--- src/rtl/commit_trace_buffer.sv ---
`timescale 1ns/1ps
// commit_trace_buffer
//
// Captures one record per retired instruction from the writeback stage and
// holds it in a small FIFO until the trace logger takes it. Each stored
// record carries a 16-bit sequence number. If the FIFO is full when a commit
// arrives, that record is lost and the loss is counted. After a HLT
// retires, the buffer stops accepting new commits. It then drains and
// raises done once it is empty.
//
// Ports
//   clk, rst            clock; asynchronous active-low reset
//   commit_*            retiring-instruction fields (valid, pc, inst,
//                       regwrite, wreg, wdata, memread, memwrite, memaddr,
//                       memdata, halt)
//   out_valid/out_ready head-record handshake toward the trace logger
//   out_seq, out_rec    head record (combinational from storage)
//   count               records currently held
//   overflow            sticky flag: at least one record was dropped
//   drop_cnt            number of dropped records, saturating at 255
//   done                halt retired and every record has been consumed
module commit_trace_buffer #(
  parameter int DEPTH = 8,
  parameter int CW    = $clog2(DEPTH) + 1
) (
  input  logic          clk,
  input  logic          rst,
  input  logic          commit_valid,
  input  logic [15:0]   commit_pc,
  input  logic [15:0]   commit_inst,
  input  logic          commit_regwrite,
  input  logic [3:0]    commit_wreg,
  input  logic [15:0]   commit_wdata,
  input  logic          commit_memread,
  input  logic          commit_memwrite,
  input  logic [15:0]   commit_memaddr,
  input  logic [15:0]   commit_memdata,
  input  logic          commit_halt,
  output logic          out_valid,
  input  logic          out_ready,
  output logic [15:0]   out_seq,
  output logic [87:0]   out_rec,
  output logic [CW-1:0] count,
  output logic          overflow,
  output logic [7:0]    drop_cnt,
  output logic          done
);

  localparam int AW = $clog2(DEPTH);
  localparam int RW = 88;
  localparam int EW = 16 + RW;

  typedef enum logic [1:0] {RUN, DRAIN, DONE} state_e;

  state_e        state_q, state_d;
  logic [EW-1:0] mem_q [DEPTH];
  logic [AW-1:0] wr_ptr_q, wr_ptr_d;
  logic [AW-1:0] rd_ptr_q, rd_ptr_d;
  logic [CW-1:0] count_q, count_d;
  logic [15:0]   seq_q, seq_d;
  logic          overflow_q, overflow_d;
  logic [7:0]    drop_cnt_q, drop_cnt_d;

  logic          in_run;
  logic          full;
  logic          push;
  logic          pop;
  logic          drop;
  logic [RW-1:0] rec_in;

  assign rec_in = {commit_pc, commit_inst, commit_regwrite, commit_wreg,
                   commit_wdata, commit_memread, commit_memwrite,
                   commit_memaddr, commit_memdata, commit_halt};

  assign in_run = (state_q == RUN);
  assign full   = (count_q == CW'(DEPTH));
  assign pop    = (count_q != '0) && out_ready;
  // A full buffer still accepts a commit when the head leaves in the same
  // cycle, because the freed slot is reused immediately.
  assign push   = commit_valid && in_run && (!full || pop);
  assign drop   = commit_valid && in_run && full && !pop;

  always_comb begin
    wr_ptr_d   = wr_ptr_q;
    rd_ptr_d   = rd_ptr_q;
    seq_d      = seq_q;
    overflow_d = overflow_q;
    drop_cnt_d = drop_cnt_q;
    count_d    = count_q + CW'(push) - CW'(pop);

    if (push) begin
      wr_ptr_d = wr_ptr_q + AW'(1);
      seq_d    = seq_q + 16'd1;
    end
    if (pop) begin
      rd_ptr_d = rd_ptr_q + AW'(1);
    end
    if (drop) begin
      overflow_d = 1'b1;
      if (drop_cnt_q != 8'hFF) begin
        drop_cnt_d = drop_cnt_q + 8'd1;
      end
    end
  end

  // The halt commit moves to DRAIN whether or not it was stored. DRAIN uses
  // the post-pop count, so done rises on the same edge that removes the
  // last record.
  always_comb begin
    state_d = state_q;
    case (state_q)
      RUN:     if (commit_valid && commit_halt) state_d = DRAIN;
      DRAIN:   if (count_d == '0) state_d = DONE;
      DONE:    state_d = DONE;
      default: state_d = RUN;
    endcase
  end

  always_ff @(posedge clk or negedge rst) begin
    if (!rst) begin
      state_q    <= RUN;
      wr_ptr_q   <= '0;
      rd_ptr_q   <= '0;
      count_q    <= '0;
      seq_q      <= '0;
      overflow_q <= 1'b0;
      drop_cnt_q <= '0;
    end else begin
      state_q    <= state_d;
      wr_ptr_q   <= wr_ptr_d;
      rd_ptr_q   <= rd_ptr_d;
      count_q    <= count_d;
      seq_q      <= seq_d;
      overflow_q <= overflow_d;
      drop_cnt_q <= drop_cnt_d;
    end
  end

  // Record storage has no reset. Slots are only read while count shows
  // they hold valid data.
  always_ff @(posedge clk) begin
    if (push) begin
      mem_q[wr_ptr_q] <= {seq_q, rec_in};
    end
  end

  assign out_valid          = (count_q != '0);
  assign {out_seq, out_rec} = mem_q[rd_ptr_q];
  assign count              = count_q;
  assign overflow           = overflow_q;
  assign drop_cnt           = drop_cnt_q;
  assign done               = (state_q == DONE);

endmodule

--- config.mk ---
export PLATFORM = sky130hd
export DESIGN_NAME = commit_trace_buffer
export DESIGN_NICKNAME = d
export VERILOG_FILES = /design/src/rtl/commit_trace_buffer.sv
export SDC_FILE = /design/constraint.sdc
export NUM_CORES = 1
export LEC_CHECK = 0
export CAP_MARGIN = 15
export CELL_PAD_IN_SITES_DETAIL_PLACEMENT = 2
export CELL_PAD_IN_SITES_GLOBAL_PLACEMENT = 2
export CORE_MARGIN = 1
export CORE_UTILIZATION = 45
export CTS_BUF_LIST = sky130_fd_sc_hd__clkbuf_8 sky130_fd_sc_hd__clkbuf_16
export CTS_CLUSTER_DIAMETER = 100
export DETAILED_ROUTE_END_ITERATION = 12
export GPL_TIMING_DRIVEN = 1
export PLACE_DENSITY_LB_ADDON = 0.1
export SKIP_LAST_GASP = 1
export SLEW_MARGIN = 10
export SYNTH_ARGS = -nofsm -noshare
export SYNTH_HDL_FRONTEND = slang
export SYNTH_SLANG_ARGS = --single-unit
--- constraint.sdc ---
create_clock -name clk -period 16.2 [get_ports clk]
set_input_delay 3.24 -clock clk [delete_from_list [all_inputs] [get_ports clk]]
set_output_delay 3.24 -clock clk [all_outputs]
set_load 0.01 [all_outputs]
==> run metrics, run 1 <==
status completed; DIE HEIGHT 273 µm; P per Cell Area 176 mW/mm²; fin area 0.0392 mm²; total track usage 21.8%; VDD IR-drop max 98.3 µV; startpoint types register; CTS sink count 869; CP cell instances buf_4 > buf_4 > mux4_2 > mux2_2 > clkdlybuf4s50_1; largest net degree at the start of global routing 69; setup violators final 0; Worst R2R Path Depth 11; Hold Crit Class reg -> reg; Pre-antenna DRT Iters 6; Post-Syn Instances 1,379; Post-synth EDFFs 832; Post-route DRC 0; post-CTS setup buffers 0; Max FO, Critical Path 44; synthesized flop and latch total 869; ys async rst share 4.26%; row count 99; Die Width 273 µm; first-pass GRT wire length 118 mm; Final Slew Violations 0; antenna violations before repair 3; Hold Startpoint overflow; Vias/cell 5.60; R2R Setup Slk 12.25 ns; vias in the first global route 17,400; fin cells 2,684; Clk pin slew, worst setup/hold paths 0.06 ns; Placement Cell Area 0.0363 mm²; max_slew headroom 26.5%; P&R area growth vs syn 18.4%; mux cell area share after synthesis 17.8%; share of layout cells above drive strength 1 28.0%; Detail Placement HPWL 43.8 mm; Worst path most repeated cell buf_4; Worst Max-Slew Pin Slew 1.10 ns; Top Ports 211; Slowest cell on crit path dfrtp_4; Total Die Area 0.0746 mm²; post-cts sizing count 0; Critical Path AT 4.89 ns; Port Buf Inserts 210; clock tree buffer depth 3; Synth Flop Type edfxtp_1; CTS HTree Levels 3; GPL Wtd Cong 0.703; hold depth 1; final WL 80.1 mm; hold_buf cts 0; CTS tree built; RSZ-0062 raised after global routing no; Final Hold Fails 0; post-layout util 53.8%; largest family of logic cells by synthesized area multiplexers; commonest non-fill, non-tap cells in the layout 832 x edfxtp_1, 209 x clkdlybuf4s50_1, 208 x mux4_2; R2R Path End state_q[0]; unique cell type count in the Yosys netlist 39; Clock Skew 0.0212 ns; DR vias 15,000; Reg2Reg Launch Point state_q[0]; Synth Area in XOR/XNOR 0.764%; placed cell count 2,518; Simple-Gate Fraction of Synth Area 1.23%; Syn Std Cell Area 0.0331 mm²; CP max stage delay 0.98 ns; hold endpoint overflow; initial DRC count 1,029; Synthesized Nets 1,485; Setup TNS 0 ns; syn_area_per_cell 24.0 µm²; remaining antenna violation count 0; worst-skew pair later-pin latency 0.64 ns; FMAX 0.123 GHz; Crit path required time 12.96 ns; Initial Util 45.4%; Setup Crit Path Kind reg -> out; leading cell type in the layout, fill and taps excluded edfxtp_1; fin crit share 50.2%; Inserted Clock Buffers 90; type of destination of the critical path primary output; Tot Pwr 6.89 mW; WL/cell 29.8 µm; Clock Root Buffer clkbuf_16; Synth Warn # 0; maxcap violations 0; Nets 1,757; grt total ovfl 0; Core Area 0.0728 mm²; Period minus WS final 8.13 ns; Post-Synth Adder-Cell Area 0.552%; Pleak 12.6 nW; sequential area share after synthesis 78.3%; Synth Area in Compound Gates 0.174%
stage by stage:
stage                     hold WS, ns  setup slack, ns
after global placement          0.452             8.64
after detailed placement        0.451             8.61
after CTS                       0.479             7.87
after floorplan                 0.491            0.877
after global routing            0.492             7.64
final                           0.471             8.07
Yosys cell counts (2+ instances only):
cell	number	area, µm²
nand4_1	6	37.5
nor3b_1	4	30.0
nor4_1	5	31.3
xor2_1	16	140
nand3_1	11	55.1
nor3_1	9	45.0
nand2_1	22	82.6
mux2_1	2	22.5
inv_1	8	30.0
edfxtp_1	832	25000
buf_6	12	135
buf_2	24	120
nor2_1	7	26.3
ha_1	13	163
clkbuf_1	22	82.6
dfrtp_1	37	926
mux2_2	106	1190
nor4b_1	3	26.3
buf_4	2	15.0
and2_1	2	12.5
xnor2_1	11	96.3
mux4_2	208	4680
worst max-delay path by stage:
stage	end	startpoint	cells past startpoint
after floorplan	mem_q[2][0]	out_ready	5
after global placement	out_seq[8]	rd_ptr_q[0]	5
after detailed placement	out_rec[27]	rd_ptr_q[0]	5
after CTS	out_rec[27]	rd_ptr_q[0]	5
after global routing	out_rec[27]	rd_ptr_q[0]	5
final	out_rec[27]	rd_ptr_q[0]	5
where the power goes:
group	total, mW	internal (mW)	switching (mW)
Combinational	2.04	1.11	0.930
Sequential	2.85	2.67	0.181
Clock	2.00	1.15	0.847
logic make-up (layout without fill, tap and decap cells):
group	count (synthesis)	count (layout)
DFF	869	869
xor gates and xnor gates	28	28
buffers and inverters	69	413
AOI/OAI and AO/OA	7	7
muxes	316	316
adders and majority gates	14	14
other	0	2
and+or+nand+nor	76	76
flip-flops by register name (all words and copies together) (netlist names):
signal,count
count,4
state_q,2
wr_ptr_q,3
mem_q,832
overflow,1
drop_cnt,8
rd_ptr_q,3
seq_q,16
worst max-delay path, delay by kind of cell, from the launching register on:
kind | cells | cell delay, ns
mux | 2 | 0.91
buf+inv | 3 | 2.27
flops | 1 | 0.98
layout make-up:
cell class,count,area [µm²]
sequential,869,25900
clock buffer,100,2450
fill,6092,33700
tap,959,1200
clock inverter,64,400
timing repair buffer,241,2330
antenna,2,5.00
inverter,8,30.0
multi-input combinational,441,6850
per-layer routing:
layer | global-route usage [%] | part of all wire [%] | vias up
met4 | 5.88 | 2.1 | 2
met1 | 27.7 | 41 | 8276
met2 | 39.0 | 53 | 267
met5 | 0 | 0.014 | -
met3 | 3.30 | 3.4 | 107
li1 | - | - | 6381
No activity file was read; power rests on OpenSTA's default activity.
==> run 2, diff against run 1 <==
CORE_UTILIZATION = 43   (was 45)
clock period = 7.3 ns   (was 16.2 ns; I/O delays follow)
==> run metrics, run 2 (synthesis gave the netlist of run 1 again) <==
status completed; post-cts sizing count 0; vias in the first global route 17,200; Crit path required time 5.84 ns; hold_buf cts 0; clock share of power 30.0%; DR vias 14,900; Nets 1,753; R2R Setup Slk 3.36 ns; Final Hold Fails 0; share of layout cells above drive strength 1 28.2%; CTS sink count 869; WL/cell 28.0 µm; Pre-antenna DRT Iters 4; Worst Max-Slew Pin Slew 1.07 ns; Detail Placement HPWL 41.5 mm; Clock Root Buffer clkbuf_16; Period minus WS final 5.22 ns; Most flops, register mem_q; Reg power frac 40.8%; leading cell type in the layout, fill and taps excluded edfxtp_1; RSZ-0062 raised after global routing no; Hold Crit Class reg -> reg; Comb power frac 29.2%; Port Buf Inserts 210; post-CTS setup buffers 0; grt total ovfl 0; total track usage 20.3%; fill count 6,451; Top Ports 211; Clock Skew 0.0210 ns; R2R Path End state_q[1]; worst-skew pair later-pin latency 0.64 ns; row count 101; final WL 77.0 mm; Clk pin slew, worst setup/hold paths 0.07 ns; FMAX 0.192 GHz; commonest non-fill, non-tap cells in the layout 832 x edfxtp_1, 209 x clkdlybuf4s50_1, 208 x mux4_2; fin crit share 71.5%; hold endpoint overflow; Worst R2R Path Depth 11; max FFs per register 832; Vias/cell 5.40; Inserted Clock Buffers 93; startpoint types register; Critical Path AT 3.76 ns; post-layout util 52.0%; setup violators final 0; remaining antenna violation count 0; Placement Cell Area 0.0365 mm²; clock tree buffer depth 3; DIE HEIGHT 279 µm; Hold Startpoint overflow; first-pass GRT wire length 115 mm; hold depth 1; fin area 0.0396 mm²; CTS HTree Levels 3; P&R area growth vs syn 19.5%; Total Die Area 0.0781 mm²; Pleak 12.7 nW; GPL Wtd Cong 0.700; Psw 4.39 mW; Setup Crit Path Kind reg -> out; internal power 11.1 mW; type of destination of the critical path primary output; Post-route DRC 0; Max FO, Critical Path 109; Reg2Reg Launch Point count[2]; CTS tree built; VDD IR-drop max 248 µV; largest net degree at the start of global routing 110; Net Sw Frac 28.3%; Core Area 0.0761 mm²; Initial Util 43.5%; antenna violations before repair 3; max_slew headroom 28.7%; Final Slew Violations 0; P per Cell Area 392 mW/mm²; initial DRC count 912; Die Width 279 µm; maxcap violations 0
run 2: cell count changes in the layout (fill, tap and decap cells not counted), sizes merged:
cell | before | now
diode | 2 | 1
bufinv | 5 | 7
clkinvlp | 2 | 1
inv | 28 | 36
buf | 32 | 25
clkinv | 37 | 33
clkbuf | 100 | 102
run 2: worst max path at each step:
stage	start	to	cells past startpoint
finish	rd_ptr_q[1]	out_rec[35]	4
floorplan	out_ready	mem_q[3][0]	4
global route	rd_ptr_q[1]	out_seq[15]	4
global placement	out_ready	state_q[1]	10
CTS	rd_ptr_q[1]	out_seq[5]	4
detailed placement	out_ready	state_q[0]	10
run 2: final cells by class:
class	count	area, µm²	share of cell area (%)
repair buffers	234	2410	6.10
well taps	1030	1290	3.26
multi-input cells	441	6880	17.4
inverters	8	30.0	0.0759
diodes	1	2.50	0.00633
clock buffers	102	2520	6.37
clock inverters	69	503	1.27
flip-flops and latches	869	25900	65.5
run 2: per-layer routing:
layer,GRT usage (%),up-vias,routed length [µm]
li1,-,6391,-
met1,26.5,8098,32500
met2,35.0,289,39800
met3,3.58,101,3230
met4,5.51,6,1520
met5,0,-,32
run 2: worst max-delay path, cell delays in order (launching register included):
cell and delay [ns]:
dfrtp_4 1.13, buf_12 0.55, mux4_2 0.41, mux2_2 0.28
clkdlybuf4s50_1 0.53
run 2: per-stage QoR:
step                      power, mW  std cells  hold WS [ns]  setup slack [ns]  TNS [ns]
final                          15.5       2754         0.475              2.08         0
after global routing           16.2       2753         0.508              1.90         0
after CTS                      15.8       2753         0.491              1.98         0
after detailed placement       11.1       2582         0.473              2.13         0
after global placement         11.0       2582         0.456              2.20         0
after floorplan                9.13       1379         0.491             -3.06  -1203.71
run 2: power by group through the flow:
stage	logic [mW]	clock network [mW]	registers, mW
2_1_floorplan	2.92	0	6.21
5_1_grt	4.86	4.95	6.40
4_1_cts	4.67	4.78	6.36
6_report	4.54	4.65	6.34
3_5_place_dp	4.64	0	6.46
3_3_place_gp	4.57	0	6.41
==> run 3, diff against run 2 <==
CORE_UTILIZATION = 45   (was 43)
clock period = 5.25 ns   (was 7.3 ns; I/O delays follow)
==> run metrics, run 3 (synthesis gave the netlist of run 1 again) <==
status completed; Total Die Area 0.0746 mm²; grt total ovfl 0; DR vias 15,000; DIE HEIGHT 273 µm; Fin Hold WS 0.476 ns; Detail Placement HPWL 44.4 mm; CTS tree built; Most flops, register mem_q; leading cell type in the layout, fill and taps excluded edfxtp_1; P per Cell Area 544 mW/mm²; CP max stage delay 0.80 ns; CP cell instances buf_12 > mux4_2 > mux2_2 > clkdlybuf4s50_1; first-pass GRT wire length 116 mm; Pre-antenna DRT Iters 5; vias in the first global route 17,200; Crit path required time 4.20 ns; WL/cell 29.2 µm; Slowest cell on crit path dfrtp_4; Period minus WS final 4.34 ns; Initial Util 45.4%; hold_buf cts 0; RSZ-0062 raised after global routing no; post-CTS setup buffers 0; Clk pin slew, worst setup/hold paths 0.06 ns; fin area 0.0396 mm²; Inserted Clock Buffers 92; worst-skew pair later-pin latency 0.63 ns; Vias/cell 5.59; Reg2Reg Launch Point count[2]; Critical Path AT 3.29 ns; pre-CTS setup slack 0.632 ns; setup violators final 0; Post-route DRC 0; Core Area 0.0728 mm²; Setup Crit Path Kind reg -> out; R2R Path End state_q[0]; clock tree buffer depth 3; Clock Skew 0.0138 ns; FMAX 0.230 GHz; VDD IR-drop max 275 µV; type of destination of the critical path primary output; Top Ports 211; Pleak 12.8 nW; final WL 78.7 mm; Placement Cell Area 0.0367 mm²; P&R area growth vs syn 19.6%; CTS sink count 869; maxcap violations 0; post-cts sizing count 0; Critical Path End out_rec[3]; row count 99; max FFs per register 832; initial DRC count 951; Worst Max-Slew Pin Slew 0.906 ns; R2R Setup Slk 1.59 ns; fin crit share 82.7%; Final Slew Violations 0; Worst R2R Path Depth 11; startpoint types register; Final Hold Fails 0; Worst Setup SP rd_ptr_q[0]; Max FO, Critical Path 40; commonest non-fill, non-tap cells in the layout 832 x edfxtp_1, 209 x clkdlybuf4s50_1, 208 x mux4_2; Clock Root Buffer clkbuf_16; antenna violations before repair 3; Port Buf Inserts 210; Nets 1,764; share of layout cells above drive strength 1 28.4%; total track usage 21.4%; remaining antenna violation count 0; GPL Wtd Cong 0.704; Hold Crit Class reg -> reg; Hold Startpoint overflow; final worst slack 0.911 ns; CTS HTree Levels 3; largest net degree at the start of global routing 81; max_slew headroom 39.6%; Die Width 273 µm
==> run 3: stage by stage <==
stage | setup TNS, ns | power (mW) | cells | utilization [%]
5_1_grt | 0 | 22.4 | 2692 | 54.3
3_3_place_gp | 0 | 15.4 | 2523 | 50.3
3_5_place_dp | 0 | 15.6 | 2523 | 50.3
2_1_floorplan | -128.57 | 12.7 | 1379 | -
6_report | 0 | 21.5 | 2693 | 54.3
4_1_cts | 0 | 21.9 | 2691 | 54.3
==> run 3: metal layers <==
layer | vias to the layer above | global-route usage, % | wire length [µm]
met5 | - | 0 | 11
met4 | 2 | 5.60 | 1410
met3 | 99 | 3.00 | 2600
met2 | 272 | 37.6 | 41400
met1 | 8269 | 28.1 | 33200
li1 | 6407 | - | -
==> run 3: layout make-up <==
class	count	area (µm²)
Antenna cell	2	5.00
Clock buffer	103	2510
Clock inverter	65	400
Fill cell	5990	33300
Inverter	8	30.0
Multi-Input combinational cell	441	6900
Sequential cell	869	25900
Tap cell	959	1200
Timing Repair Buffer	246	2620
==> run 3: where the power goes <==
part	total, mW	switching [mW]	internal [mW]
registers	8.73	0.489	8.24
logic	6.56	2.99	3.57
clock network	6.24	2.60	3.64
total	21.5	6.07	15.5
==> run 3: critical path: cells and delay by family (launching register included) <==
kind,cells,cell delay (ns)
multiplexers,2,0.85
flip-flops,1,0.80
buffers and inverters,2,0.97
==> run 3: worst min path at each step <==
stage / cells past startpoint / endpoint / slack, ns
finish: 1 / overflow / 0.48
global route: 1 / overflow / 0.52
CTS: 1 / overflow / 0.48
detailed placement: 1 / overflow / 0.46
global placement: 1 / overflow / 0.46
floorplan: 1 / state_q[1] / 0.49
